File: config.mk
export PLATFORM = sky130hd
export DESIGN_NAME = tx_dispatch_flat
export DESIGN_NICKNAME = d
export VERILOG_FILES = /design/src/rtl/tx_dispatch_if.sv /design/src/rtl/tx_dispatch.sv /design/src/flat_wrapper.sv
export SDC_FILE = /design/constraint.sdc
export NUM_CORES = 1
export LEC_CHECK = 0
export CAP_MARGIN = 20
export CORE_UTILIZATION = 30
export DETAILED_ROUTE_END_ITERATION = 10
export GPL_TIMING_DRIVEN = 0
export PLACE_DENSITY_LB_ADDON = 0.1
export REMOVE_ABC_BUFFERS = 1
export SYNTH_ARGS = -nofsm -noshare
export SYNTH_HDL_FRONTEND = slang
export SYNTH_SLANG_ARGS = --single-unit
File: constraint.sdc
create_clock -name clk -period 3.8 [get_ports clk]
set_input_delay 0.57 -clock clk [delete_from_list [all_inputs] [get_ports clk]]
set_output_delay 0.57 -clock clk [all_outputs]
set_load 0.02 [all_outputs]
File: src/rtl/tx_dispatch_if.sv
// Dispatcher-side bundle: input FIFO, routing table, 2-phase tx ports and status.
interface tx_dispatch_if #(
  parameter int SIZE             = 8,
  parameter int PORT_COUNT       = 5,
  parameter int DESTINATION_BITS = 4,
  parameter int PORT_BITS        = 4,
  parameter int CNT_BITS         = 8
);
  logic                           fifo_read;
  logic                           fifo_empty;
  logic [SIZE-1:0]                fifo_item_out;
  logic [PORT_COUNT-1:0]          fifo_pop_req;
  logic [PORT_COUNT-1:0]          fifo_pop_ack;
  logic [PORT_COUNT*SIZE-1:0]     fifo_pop_data;
  logic [DESTINATION_BITS-1:0]    table_addr;
  logic [PORT_BITS-1:0]           table_data;
  logic [PORT_COUNT-1:0]          port_busy;
  logic                           route_locked;
  logic [PORT_COUNT*CNT_BITS-1:0] sent_count;
  logic [CNT_BITS-1:0]            drop_count;
  logic                           proto_err;

  modport master (
    output fifo_read, fifo_pop_req, fifo_pop_data, table_addr, port_busy,
           route_locked, sent_count, drop_count, proto_err,
    input  fifo_empty, fifo_item_out, fifo_pop_ack, table_data
  );

  modport slave (
    input  fifo_read, fifo_pop_req, fifo_pop_data, table_addr, port_busy,
           route_locked, sent_count, drop_count, proto_err,
    output fifo_empty, fifo_item_out, fifo_pop_ack, table_data
  );
endinterface

File: src/rtl/tx_dispatch.sv
// Router output-stage dispatcher: pops flits, routes them to 2-phase tx ports,
// optional wormhole route locking, invalid-port drop and per-port statistics.
//   state | meaning
//   EVAL  | decide on the FIFO head flit (send, drop or wait)
//   POP   | pop pulse issued last edge; let the FIFO head update
module tx_dispatch #(
  parameter int ID               = -1,
  parameter int SIZE             = 8,
  parameter int PORT_COUNT       = 5,
  parameter int DESTINATION_BITS = 4,
  parameter int PORT_BITS        = 4,
  parameter int PACKET_MODE      = 0,
  parameter int CNT_BITS         = 8
) (
  input logic        clk,
  input logic        reset,
  tx_dispatch_if.master bus
);

  // ID only tags simulation debug output of this instance
  if (ID < -1) begin : g_id_tag
  end

  typedef enum logic {EVAL, POP} state_t;

  state_t                state;
  logic                  fifo_read_q;
  logic                  proto_err_q;
  logic [PORT_COUNT-1:0] ack_old;
  logic [PORT_COUNT-1:0] ack_rx;
  logic [PORT_COUNT-1:0] pop_req;
  logic [PORT_COUNT-1:0] busy;
  logic [PORT_COUNT-1:0] tgt_hot;
  logic [SIZE-1:0]       pop_data [PORT_COUNT];
  logic [CNT_BITS-1:0]   sent_cnt [PORT_COUNT];
  logic [CNT_BITS-1:0]   drop_cnt;
  logic [PORT_BITS-1:0]  lock_port;
  logic [PORT_BITS-1:0]  tgt;
  logic                  locked;
  logic                  lock_drop;
  logic                  tgt_valid;
  logic                  tail;
  logic                  send;
  logic                  drop;
  logic [SIZE-1:0]       flit;

  assign flit           = bus.fifo_item_out;
  assign tail           = (PACKET_MODE != 0) && flit[SIZE-1];
  assign ack_rx         = bus.fifo_pop_ack ^ ack_old;
  assign bus.table_addr = flit[DESTINATION_BITS-1:0];

  // A held wormhole route overrides the table; a DROP route is never valid
  always_comb begin
    tgt       = bus.table_data;
    tgt_valid = int'(bus.table_data) < PORT_COUNT;
    if (locked) begin
      tgt       = lock_port;
      tgt_valid = !lock_drop;
    end
    tgt_hot = '0;
    for (int k = 0; k < PORT_COUNT; k++)
      tgt_hot[k] = tgt_valid && (int'(tgt) == k);
  end

  assign send = (state == EVAL) && !bus.fifo_empty && tgt_valid && |(tgt_hot & ~busy);
  assign drop = (state == EVAL) && !bus.fifo_empty && !tgt_valid;

  always_ff @(posedge clk or posedge reset) begin
    if (reset) begin
      state       <= EVAL;
      fifo_read_q <= 1'b0;
      proto_err_q <= 1'b0;
      ack_old     <= '0;
      pop_req     <= '0;
      busy        <= '0;
      locked      <= 1'b0;
      lock_drop   <= 1'b0;
      lock_port   <= '0;
      drop_cnt    <= '0;
      for (int k = 0; k < PORT_COUNT; k++) begin
        pop_data[k] <= '0;
        sent_cnt[k] <= '0;
      end
    end else begin
      ack_old     <= bus.fifo_pop_ack;
      fifo_read_q <= 1'b0;
      if (|(ack_rx & ~busy))
        proto_err_q <= 1'b1;
      busy <= (busy & ~ack_rx) | (send ? tgt_hot : '0);

      case (state)
        EVAL: begin
          if (send || drop) begin
            fifo_read_q <= 1'b1;
            state       <= POP;
            if (drop)
              drop_cnt <= drop_cnt + CNT_BITS'(1);
            if (PACKET_MODE != 0) begin
              if (locked) begin
                if (tail)
                  locked <= 1'b0;
              end else if (!tail) begin
                locked    <= 1'b1;
                lock_port <= tgt;
                lock_drop <= drop;
              end
            end
          end
        end
        POP: state <= EVAL;
      endcase

      for (int k = 0; k < PORT_COUNT; k++) begin
        if (send && tgt_hot[k]) begin
          pop_req[k]  <= ~pop_req[k];
          pop_data[k] <= flit;
          sent_cnt[k] <= sent_cnt[k] + CNT_BITS'(1);
        end
      end
    end
  end

  assign bus.fifo_read    = fifo_read_q;
  assign bus.fifo_pop_req = pop_req;
  assign bus.port_busy    = busy;
  assign bus.route_locked = locked;
  assign bus.drop_count   = drop_cnt;
  assign bus.proto_err    = proto_err_q;

  for (genvar k = 0; k < PORT_COUNT; k++) begin : g_pack
    assign bus.fifo_pop_data[SIZE*k +: SIZE]      = pop_data[k];
    assign bus.sent_count[CNT_BITS*k +: CNT_BITS] = sent_cnt[k];
  end

endmodule

File: src/flat_wrapper.sv
// flat-port wrapper written by rule: the top's interface ports become plain ports
module tx_dispatch_flat 
#(
  parameter int ID               = -1,
  parameter int SIZE             = 8,
  parameter int PORT_COUNT       = 5,
  parameter int DESTINATION_BITS = 4,
  parameter int PORT_BITS        = 4,
  parameter int PACKET_MODE      = 0,
  parameter int CNT_BITS         = 8
)
  (clk, reset, bus_fifo_read, bus_fifo_pop_req, bus_fifo_pop_data, bus_table_addr, bus_port_busy, bus_route_locked, bus_sent_count, bus_drop_count, bus_proto_err, bus_fifo_empty, bus_fifo_item_out, bus_fifo_pop_ack, bus_table_data);
  tx_dispatch_if #(.SIZE(SIZE), .PORT_COUNT(PORT_COUNT), .DESTINATION_BITS(DESTINATION_BITS), .PORT_BITS(PORT_BITS), .CNT_BITS(CNT_BITS)) bus_i ();
  input logic clk;
  input logic reset;
  output wire logic [$bits(bus_i.fifo_read)-1:0] bus_fifo_read;
  output wire logic [$bits(bus_i.fifo_pop_req)-1:0] bus_fifo_pop_req;
  output wire logic [$bits(bus_i.fifo_pop_data)-1:0] bus_fifo_pop_data;
  output wire logic [$bits(bus_i.table_addr)-1:0] bus_table_addr;
  output wire logic [$bits(bus_i.port_busy)-1:0] bus_port_busy;
  output wire logic [$bits(bus_i.route_locked)-1:0] bus_route_locked;
  output wire logic [$bits(bus_i.sent_count)-1:0] bus_sent_count;
  output wire logic [$bits(bus_i.drop_count)-1:0] bus_drop_count;
  output wire logic [$bits(bus_i.proto_err)-1:0] bus_proto_err;
  input wire logic [$bits(bus_i.fifo_empty)-1:0] bus_fifo_empty;
  input wire logic [$bits(bus_i.fifo_item_out)-1:0] bus_fifo_item_out;
  input wire logic [$bits(bus_i.fifo_pop_ack)-1:0] bus_fifo_pop_ack;
  input wire logic [$bits(bus_i.table_data)-1:0] bus_table_data;
  assign bus_fifo_read = bus_i.fifo_read;
  assign bus_fifo_pop_req = bus_i.fifo_pop_req;
  assign bus_fifo_pop_data = bus_i.fifo_pop_data;
  assign bus_table_addr = bus_i.table_addr;
  assign bus_port_busy = bus_i.port_busy;
  assign bus_route_locked = bus_i.route_locked;
  assign bus_sent_count = bus_i.sent_count;
  assign bus_drop_count = bus_i.drop_count;
  assign bus_proto_err = bus_i.proto_err;
  assign bus_i.fifo_empty = bus_fifo_empty;
  assign bus_i.fifo_item_out = bus_fifo_item_out;
  assign bus_i.fifo_pop_ack = bus_fifo_pop_ack;
  assign bus_i.table_data = bus_table_data;
  tx_dispatch #(.ID(ID), .SIZE(SIZE), .PORT_COUNT(PORT_COUNT), .DESTINATION_BITS(DESTINATION_BITS), .PORT_BITS(PORT_BITS), .PACKET_MODE(PACKET_MODE), .CNT_BITS(CNT_BITS)) u_core (.clk(clk), .reset(reset), .bus(bus_i));
endmodule
==> impl_metrics.json, run 1 <==
{
  "status": "complete, no violations",
  "cts-root-buf": "clkbuf_16",
  "path_max_fanout": 18,
  "synth_edf_count": 0,
  "fmax_mhz": 324.5,
  "synth_seq_cells": 105,
  "start_util": 0.3078,
  "synth_area_leader_cell": "dfrtp_1",
  "numCtsBuffers": 9,
  "route.met2.wl_um": 4612,
  "cts_hold_buf": 0,
  "grt_pass1_vias": 2952,
  "portBuffers": 123,
  "ir_drop_uv": 291.2,
  "yosys.area_share.simple": 0.1707,
  "avgSynthCellArea_sq_um": 11.59,
  "synthTopCellsByArea": "dfrtp_1 61%, nand2_1 8.8%, xnor2_1 8.4%",
  "via_count": 3016,
  "powerDensity_nw_per_um2": 573.7,
  "cpMaxStageDelayCell": "a311oi_4",
  "drv_slew": 0,
  "die_area_sq_um": 14780,
  "crit_family": "compound AO/OA/AOI/OAI gates",
  "cp.arrival_ns": 3.32,
  "skew_ns": 0.009072,
  "cts.clk_slew.worst_paths_ns": 0.07,
  "synthTopCellsByCount": "105 x dfrtp_1, 101 x nand2_1, 41 x xnor2_1",
  "yosysSeqAreaShare": 0.6126,
  "dp.final_hpwl_um": 7048,
  "met3_length_um": 457,
  "grt_setup_unrepaired": "false",
  "synth_compound_area_frac": 0.02042,
  "synthToLayoutAreaGrowth_pct": 40.11,
  "synthFlopType": "dfrtp_1",
  "slew_headroom": 0.2382,
  "grt_max_degree": 62,
  "finalWorstSetupSlack_ns": 0.7185,
  "critical_path_required_ns": 4.04,
  "drt_iter0_drc": 151,
  "clk_path_buf_depth": 2,
  "ys_warn_count": 6,
  "rows": 43,
  "postCtsSetupBuffers": 0,
  "regArea_sq_um": 2628,
  "yosys.area_share.xor_xnor": 0.1062,
  "finalHoldViolCount": 0,
  "yosysMostFrequentCell": "dfrtp_1",
  "cts_tree": "yes",
  "preCtsSetupSlack_ns": 0.3250,
  "min_period_over_period": 0.8109,
  "crit_path_max_incr_delay_ns": 0.97,
  "nets": 518,
  "ys_types": 35,
  "gp_congestion": 0.7572,
  "hold_class": "reg -> reg",
  "track_usage": 0.1492,
  "first_pass_iters": 7,
  "routed_wl_um": 10210,
  "synth_top_area_frac": 0.6126,
  "tightest_slew_ns": 1.143,
  "routedWlPerCell_um": 15.11,
  "period_needed_ns": 3.081,
  "p_leak_uw": 0.002706,
  "drive_above_1_share": 0.09073,
  "place_inst": 661,
  "synthMuxAreaShare": 0.04988,
  "die_y_um": 121.6,
  "clkSinkCount": 105,
  "synth_top_family_by_area": "simple AND/OR/NAND/NOR gates",
  "grt_pass1_wl_um": 16510,
  "grt_overflow": 0,
  "drc": 0,
  "cap_violations": 0,
  "setup_violations": 0,
  "syn-instance-count": 370,
  "ioPinCount": 125,
  "path_buf_inv": 1,
  "multi_input_area_sq_um": 1580,
  "final_cells": 676,
  "clock_latency_ns": 0.35,
  "maxUsedRoutingLayer": "met4",
  "cts-resized-gates": 0,
  "detail-route-antenna-nets": 0,
  "via_per_inst": 4.462,
  "synthAdderAreaFrac": 0.01750,
  "chipWidth_um": 121.6,
  "syn-cell-area_sq_um": 4289,
  "wl_met1_um": 4931,
  "critical_path_class": "in -> reg",
  "startpoint_type": "input port",
  "antenna_found_initial": 0,
  "coreArea_sq_um": 13930,
  "diodes": 0,
  "critPathCaptureType": "flip-flop",
  "cts_max_level": 3,
  "crit_chain": "clkdlybuf4s50_1, or3b_1, a211o_1, a311oi_4, mux2_2",
  "nFillCells": 1350,
  "synthArstFlopShare": 1.000
}
## cell type report
type | instances | share of cell area
sequential | 105 | 0.4372
multi-input combinational | 248 | 0.2630
timing repair buffer | 126 | 0.2138
clock buffer | 11 | 0.04206
tap | 180 | 0.03748
clock inverter | 4 | 0.004789
inverter | 2 | 0.001666
## final timing paths
path                       cells after the start                           to  slack (ns)                 startpoint
min in group asynchronous                      2   u_core.bus.fifo_pop_req[2]        0.65                      reset
hold reg to reg                                1    u_core.bus.sent_count[15]        0.47  u_core.bus.sent_count[15]
setup / recovery                               5  u_core.bus.fifo_pop_data[2]        0.72          bus_table_data[2]
setup reg to reg                               4  u_core.bus.fifo_pop_data[2]        1.14    u_core.bus.port_busy[1]
hold / removal                                 1    u_core.bus.sent_count[15]        0.47  u_core.bus.sent_count[15]
max in group asynchronous                      3   u_core.bus.fifo_pop_req[3]        2.46                      reset
## routing by layer
metal / global-route usage / vias up
met5: 0 / -
met4: 0.07176 / 0
met3: 0.03324 / 14
met2: 0.2138 / 72
met1: 0.2121 / 1465
li1: - / 1465
## report_power, final
group | internal, uW | leakage (uW) | total (uW) | switching, uW
Sequential | 1330 | 0.00137 | 1520 | 193
Combinational | 523 | 0.00120 | 1040 | 514
Clock | 477 | 0.000134 | 888 | 411
## metrics by stage
stage                     total power [uW]  hold slack, ns  utilization  setup TNS [ns]  area, sq um
final                                 3448          0.4720       0.4313               0         6010
after global routing                  3645          0.4995       0.4313               0         6010
after detailed placement              2598          0.4615       0.4111               0         5728
after global placement                2578          0.4587       0.4061         -138.28         5659
after CTS                             3501          0.4739       0.4313               0         6010
after floorplan                       2025          0.5379            -               0         4203
## kinds of logic (layout without fill, tap and decap cells)
| kind of cell | Yosys count | in the layout |
|---|---|---|
| AO/OA/AOI/OAI | 10 | 10 |
| XOR/XNOR | 52 | 52 |
| adder cells (fa/ha/maj) | 6 | 6 |
| buffers and inverters | 17 | 143 |
| flip-flops | 105 | 105 |
| multiplexers | 19 | 19 |
| other | 1 | 1 |
| AND/OR/NAND/NOR | 160 | 160 |
## state kept, by name, indices dropped and copies added (netlist names)
register,cells
u_core.ack_old,5
u_core.bus.port_busy,5
u_core.bus.fifo_read,1
u_core.bus.fifo_pop_req,5
u_core.bus.proto_err,1
u_core.bus.drop_count,8
u_core.bus.fifo_pop_data,40
u_core.bus.sent_count,40
## cell usage in the layout (no fill, tap or decap), types with 2 or more instances in the layout
cell	count
clkdlybuf4s50_1	123
dfrtp_1	105
nand2_1	101
xnor2_1	41
mux2_2	19
nand4_1	18
xor2_1	11
and3_1	10
nor2_1	9
clkbuf_16	9
nand3_1	7
ha_1	6
or3b_1	2
or2_2	2
or4_1	2
nor3_1	2
o22ai_1	2
clkbuf_8	2
clkinvlp_4	2
## worst register-to-register path, cell delays in order, from the launching register on
cell      delay [ns]
dfrtp_1         0.41
or3b_1          0.42
a211o_1         0.33
a311oi_4        0.97
mux2_2          0.43
Power figures use the tool's default switching activity.
==> run 2, diff against run 1 <==
==> constraint.sdc (replaced) <==
create_clock -name clk -period 2.8 [get_ports clk]
set_input_delay 0.42 -clock clk [delete_from_list [all_inputs] [get_ports clk]]
set_output_delay 0.42 -clock clk [all_outputs]
set_load 0.02 [all_outputs]
==> run 2 against run 1 <==
Effect of this change:
- sequential share of layout area shrank 0.16 points
- critical path type unchanged
- cell area up 0.37%
- combinational power up 36%
- largest cell class unchanged
- flip-flop and latch count stayed put
==> impl_metrics.json, run 2 (same netlist as run 1, synthesis figures left out) <==
{
  "ir_drop_uv": 395.2,
  "gp_congestion": 0.7572,
  "critical_path_required_ns": 3.08,
  "startpoint_type": "input port",
  "drv_slew": 0,
  "track_usage": 0.1491,
  "via_count": 3016,
  "postCtsSetupBuffers": 3,
  "path_max_fanout": 13,
  "min_period_over_period": 0.8929,
  "period_needed_ns": 2.500,
  "power.total_uw": 4680,
  "grt_overflow": 0,
  "coreArea_sq_um": 13930,
  "finalHoldViolCount": 0,
  "skew_ns": 0.009360,
  "die_y_um": 121.6,
  "multi_input_area_sq_um": 1580,
  "clock_latency_ns": 0.35,
  "routedWlPerCell_um": 15.01,
  "grt_max_degree": 62,
  "dpl_cell_area_sq_um": 5728,
  "routed_wl_um": 10200,
  "fmax_mhz": 400.0,
  "nFillCells": 1347,
  "ioPinCount": 125,
  "grt_pass1_wl_um": 16520,
  "whs_ns": 0.4720,
  "setup_violations": 0,
  "via_per_inst": 4.442,
  "hold_class": "reg -> reg",
  "drc": 0,
  "cts_max_level": 3,
  "tightest_slew_ns": 0.7315,
  "critPathCaptureType": "flip-flop",
  "start_util": 0.3078,
  "clk_path_buf_depth": 2,
  "die_area_sq_um": 14780,
  "cts_hold_buf": 0,
  "numCtsBuffers": 9,
  "powerDensity_nw_per_um2": 775.9,
  "cts-root-buf": "clkbuf_16",
  "critical_path_class": "in -> reg",
  "status": "complete, no violations",
  "cts.clk_slew.worst_paths_ns": 0.07,
  "post-route-util": 0.4329,
  "drt_iter0_drc": 150,
  "grt_pass1_vias": 2963,
  "chipWidth_um": 121.6,
  "antenna_found_initial": 0,
  "setup_tns_ns": 0,
  "nets": 521,
  "fin_area_sq_um": 6032,
  "detail-route-antenna-nets": 0,
  "regArea_sq_um": 2628,
  "slew_headroom": 0.5083,
  "layout_common_cells": "123 x clkdlybuf4s50_1, 105 x dfrtp_1, 101 x nand2_1",
  "portBuffers": 123,
  "first_pass_iters": 4,
  "dp.final_hpwl_um": 7048,
  "clkSinkCount": 105,
  "layout_commonest_cell": "clkdlybuf4s50_1",
  "cts_tree": "yes",
  "cp.arrival_ns": 2.78,
  "cts-resized-gates": 0,
  "p_leak_uw": 0.002723,
  "rows": 43,
  "diodes": 0,
  "synthToLayoutAreaGrowth_pct": 40.64,
  "drive_above_1_share": 0.09619,
  "grt_setup_unrepaired": "false",
  "cap_violations": 0
}
## run 2: changes by cell type in the layout (fill, tap and decap cells not counted), sizes merged
| cell | before | now |
|---|---|---|
| buf | 3 | 6 |
## run 2: stage by stage
| stage | setup WS (ns) | cells |
|---|---|---|
| finish | 0.2998 | 679 |
| CTS | 0.2723 | 679 |
| global placement | -2.150 | 658 |
| floorplan | -0.3805 | 355 |
| global route | 0.04198 | 679 |
| detailed placement | -0.5250 | 661 |
## run 2: path summary, 6_finish.rpt
path / from / endpoint / slack [ns] / cells past startpoint
setup / recovery: bus_table_data[3] / u_core.bus.sent_count[31] / 0.30 / 6
hold / removal: u_core.bus.sent_count[15] / u_core.bus.sent_count[15] / 0.47 / 1
setup reg to reg: u_core.bus.port_busy[4] / u_core.bus.sent_count[39] / 0.59 / 6
hold reg to reg: u_core.bus.sent_count[15] / u_core.bus.sent_count[15] / 0.47 / 1
max in group asynchronous: reset / u_core.bus.fifo_pop_req[3] / 1.61 / 3
min in group asynchronous: reset / u_core.bus.fifo_pop_req[2] / 0.50 / 2
## run 2: cell type report
cell class | count | area share
multi-input combinational | 248 | 0.2620
clock inverter | 4 | 0.004771
tap | 180 | 0.03734
inverter | 2 | 0.001659
sequential | 105 | 0.4356
clock buffer | 11 | 0.04190
timing repair buffer | 129 | 0.2168
## run 2: per-layer routing
layer / vias to the layer above / share of wire / global-route usage
met2: 66 / 0.46 / 0.2134
met4: 0 / 0.020 / 0.07176
met1: 1467 / 0.48 / 0.2118
li1: 1471 / - / -
met5: - / 0 / 0
met3: 12 / 0.042 / 0.03371
## run 2: worst max-delay path, stage by stage
cell	delay, ns
clkdlybuf4s50_1	0.52
nor4_1	0.57
and3_1	0.64
nand4_1	0.28
nor2_1	0.19
xor2_1	0.16
## run 2: where the power goes
| part | switching, uW | internal, uW | total, uW | leakage (uW) |
|---|---|---|---|---|
| clock network | 559 | 647 | 1210 | 0.000134 |
| registers | 261 | 1810 | 2070 | 0.00137 |
| logic | 697 | 710 | 1410 | 0.00122 |
| total | 1520 | 3160 | 4680 | 0.00272 |
==> run 3, diff against run 2 <==
--- a/config.mk
+++ b/config.mk
@@ -5,7 +5,8 @@
 export SDC_FILE = /design/constraint.sdc
 export NUM_CORES = 1
 export LEC_CHECK = 0
-export CAP_MARGIN = 20
+export CAP_MARGIN = 0
+export CORE_MARGIN = 10
 export CORE_UTILIZATION = 30
 export DETAILED_ROUTE_END_ITERATION = 10
 export GPL_TIMING_DRIVEN = 0
==> run 3 against run 2 <==
Effect of this change:
- via count rose by 1.1%
- cell area rose by 0.58%
- count of clock-buffer cells in the layout fell by 1
- final cell count rose by 0.44%
- flip-flop and latch count did not move
- global-route usage fell by 3.0 points
==> impl_metrics.json, run 3 (same netlist as run 1, synthesis figures left out) <==
{
  "crit_family": "simple AND/OR/NAND/NOR gates",
  "grt_setup_unrepaired": "false",
  "antenna_found_initial": 0,
  "setup_tns_ns": 0,
  "clkSinkCount": 105,
  "rr_worst_depth": 6,
  "drc": 0,
  "die_y_um": 139.6,
  "nets": 523,
  "chipWidth_um": 139.6,
  "critPathCaptureType": "flip-flop",
  "place_inst": 660,
  "nFillCells": 1321,
  "grt_overflow": 0,
  "tightest_slew_ns": 0.6878,
  "coreArea_sq_um": 13930,
  "regArea_sq_um": 2628,
  "path_max_fanout": 13,
  "worstReg2RegEnd": "u_core.bus.sent_count[39]",
  "p_leak_uw": 0.002749,
  "ioPinCount": 125,
  "cts_max_level": 3,
  "cap_violations": 0,
  "numCtsBuffers": 9,
  "diodes": 0,
  "path_buf_inv": 1,
  "clock_latency_ns": 0.35,
  "drt_iter0_drc": 180,
  "fmax_mhz": 396.9,
  "cts-root-buf": "clkbuf_16",
  "cts_tree": "yes",
  "die_area_sq_um": 19480,
  "cpMaxStageDelayCell": "and3_1",
  "startpoint_type": "input port",
  "synthToLayoutAreaGrowth_pct": 41.45,
  "track_usage": 0.1191,
  "first_pass_iters": 4,
  "finalHoldViolCount": 0,
  "crit_cells": 6,
  "powerDensity_nw_per_um2": 780.1,
  "routed_wl_um": 11180,
  "crit_chain": "clkdlybuf4s50_1, nor4_1, and3_1, nand4_1, nor2_1, xor2_1",
  "rows": 43,
  "status": "complete, no violations",
  "ir_drop_uv": 380.9,
  "worstSetupStartpoint": "bus_table_data[3]",
  "final_cells": 682,
  "slew_headroom": 0.5377,
  "routedWlPerCell_um": 16.39,
  "portBuffers": 123,
  "cp.arrival_ns": 2.79,
  "dp.final_hpwl_um": 8069,
  "drv_slew": 0,
  "setup_violations": 0,
  "layout_commonest_cell": "clkdlybuf4s50_1",
  "grt_pass1_wl_um": 18530,
  "drive_above_1_share": 0.09960,
  "period_needed_ns": 2.519,
  "start_util": 0.3078,
  "skew_ns": 0.007435,
  "gp_congestion": 0.7902,
  "grt_max_degree": 69,
  "regToRegSetupSlack_ns": 0.58,
  "cts.clk_slew.worst_paths_ns": 0.07,
  "critical_path_required_ns": 3.07,
  "clk_path_buf_depth": 2,
  "crit_path_max_incr_delay_ns": 0.62,
  "r2r_start": "u_core.bus.port_busy[4]",
  "critical_path_class": "in -> reg",
  "min_period_over_period": 0.8997,
  "multi_input_area_sq_um": 1580,
  "crit_end": "u_core.bus.sent_count[31]",
  "hold_class": "reg -> reg",
  "via_count": 3049,
  "layout_common_cells": "123 x clkdlybuf4s50_1, 105 x dfrtp_1, 101 x nand2_1",
  "via_per_inst": 4.471,
  "detail-route-antenna-nets": 0,
  "grt_pass1_vias": 3260
}
-- run 3: cell types whose count changed in the layout (fill, tap and decap cells not counted), sizes merged --
cell / delta
bufinv: +1
buf: +2
clkinvlp: -2
clkinv: +3
clkbuf: -1
-- run 3: where the power goes --
group | total, uW | switching [uW] | internal (uW)
Clock | 1240 | 546 | 689
Combinational | 1430 | 719 | 710
Sequential | 2070 | 262 | 1810
Total | 4730 | 1530 | 3210
-- run 3: worst min path at each step --
stage | cells past startpoint | endpoint | from
global placement | 1 | u_core.bus.sent_count[39] | u_core.bus.sent_count[39]
detailed placement | 1 | u_core.bus.sent_count[39] | u_core.bus.sent_count[39]
floorplan | 0 | u_core.ack_old[0] | bus_fifo_pop_ack[0]
global route | 1 | u_core.bus.sent_count[23] | u_core.bus.sent_count[23]
CTS | 1 | u_core.bus.sent_count[39] | u_core.bus.sent_count[39]
finish | 1 | u_core.bus.sent_count[39] | u_core.bus.sent_count[39]
-- run 3: worst register-to-register path, stage by stage (launching register included) --
cell and delay (ns):
dfrtp_1 0.43, or2b_1 0.26, nor4_2 0.63, buf_4 0.29, nand3_1 0.14, nor3_1 0.23, xor2_1 0.16
-- run 3: area by class of cell --
class / instances / share of cell area
tap: 180 / 0.03712
timing repair buffer: 131 / 0.2203
sequential: 105 / 0.4331
inverter: 2 / 0.001650
multi-input combinational: 248 / 0.2605
clock buffer: 10 / 0.03774
clock inverter: 6 / 0.009693
-- run 3: what timing repair did --
action | CTS | global route
hold buffers | 0 | 0
buffers inserted | 6 | 0
resized for setup | 0 | 0
setup endpoints to repair | 17 | 0
-- run 3: stage by stage --
step	hold WS, ns	worst slack, ns	area, sq um	total power (uW)	utilization
floorplan	0.4514	-0.3805	4203	2748	-
global placement	0.4559	-2.138	5659	3531	0.4061
detailed placement	0.4586	-0.5372	5709	3555	0.4097
CTS	0.4705	0.2535	6067	4819	0.4354
global route	0.4820	0.04850	6067	5024	0.4354
finish	0.4639	0.2807	6067	4733	0.4354
-- run 3: layer usage --
layer  GRT usage  vias up  share of wire
met5           0        -              0
met4     0.04565        0          0.016
met3     0.04559       11          0.075
met2      0.1867       68           0.47
met1      0.1447     1487           0.43
li1            -     1483              -
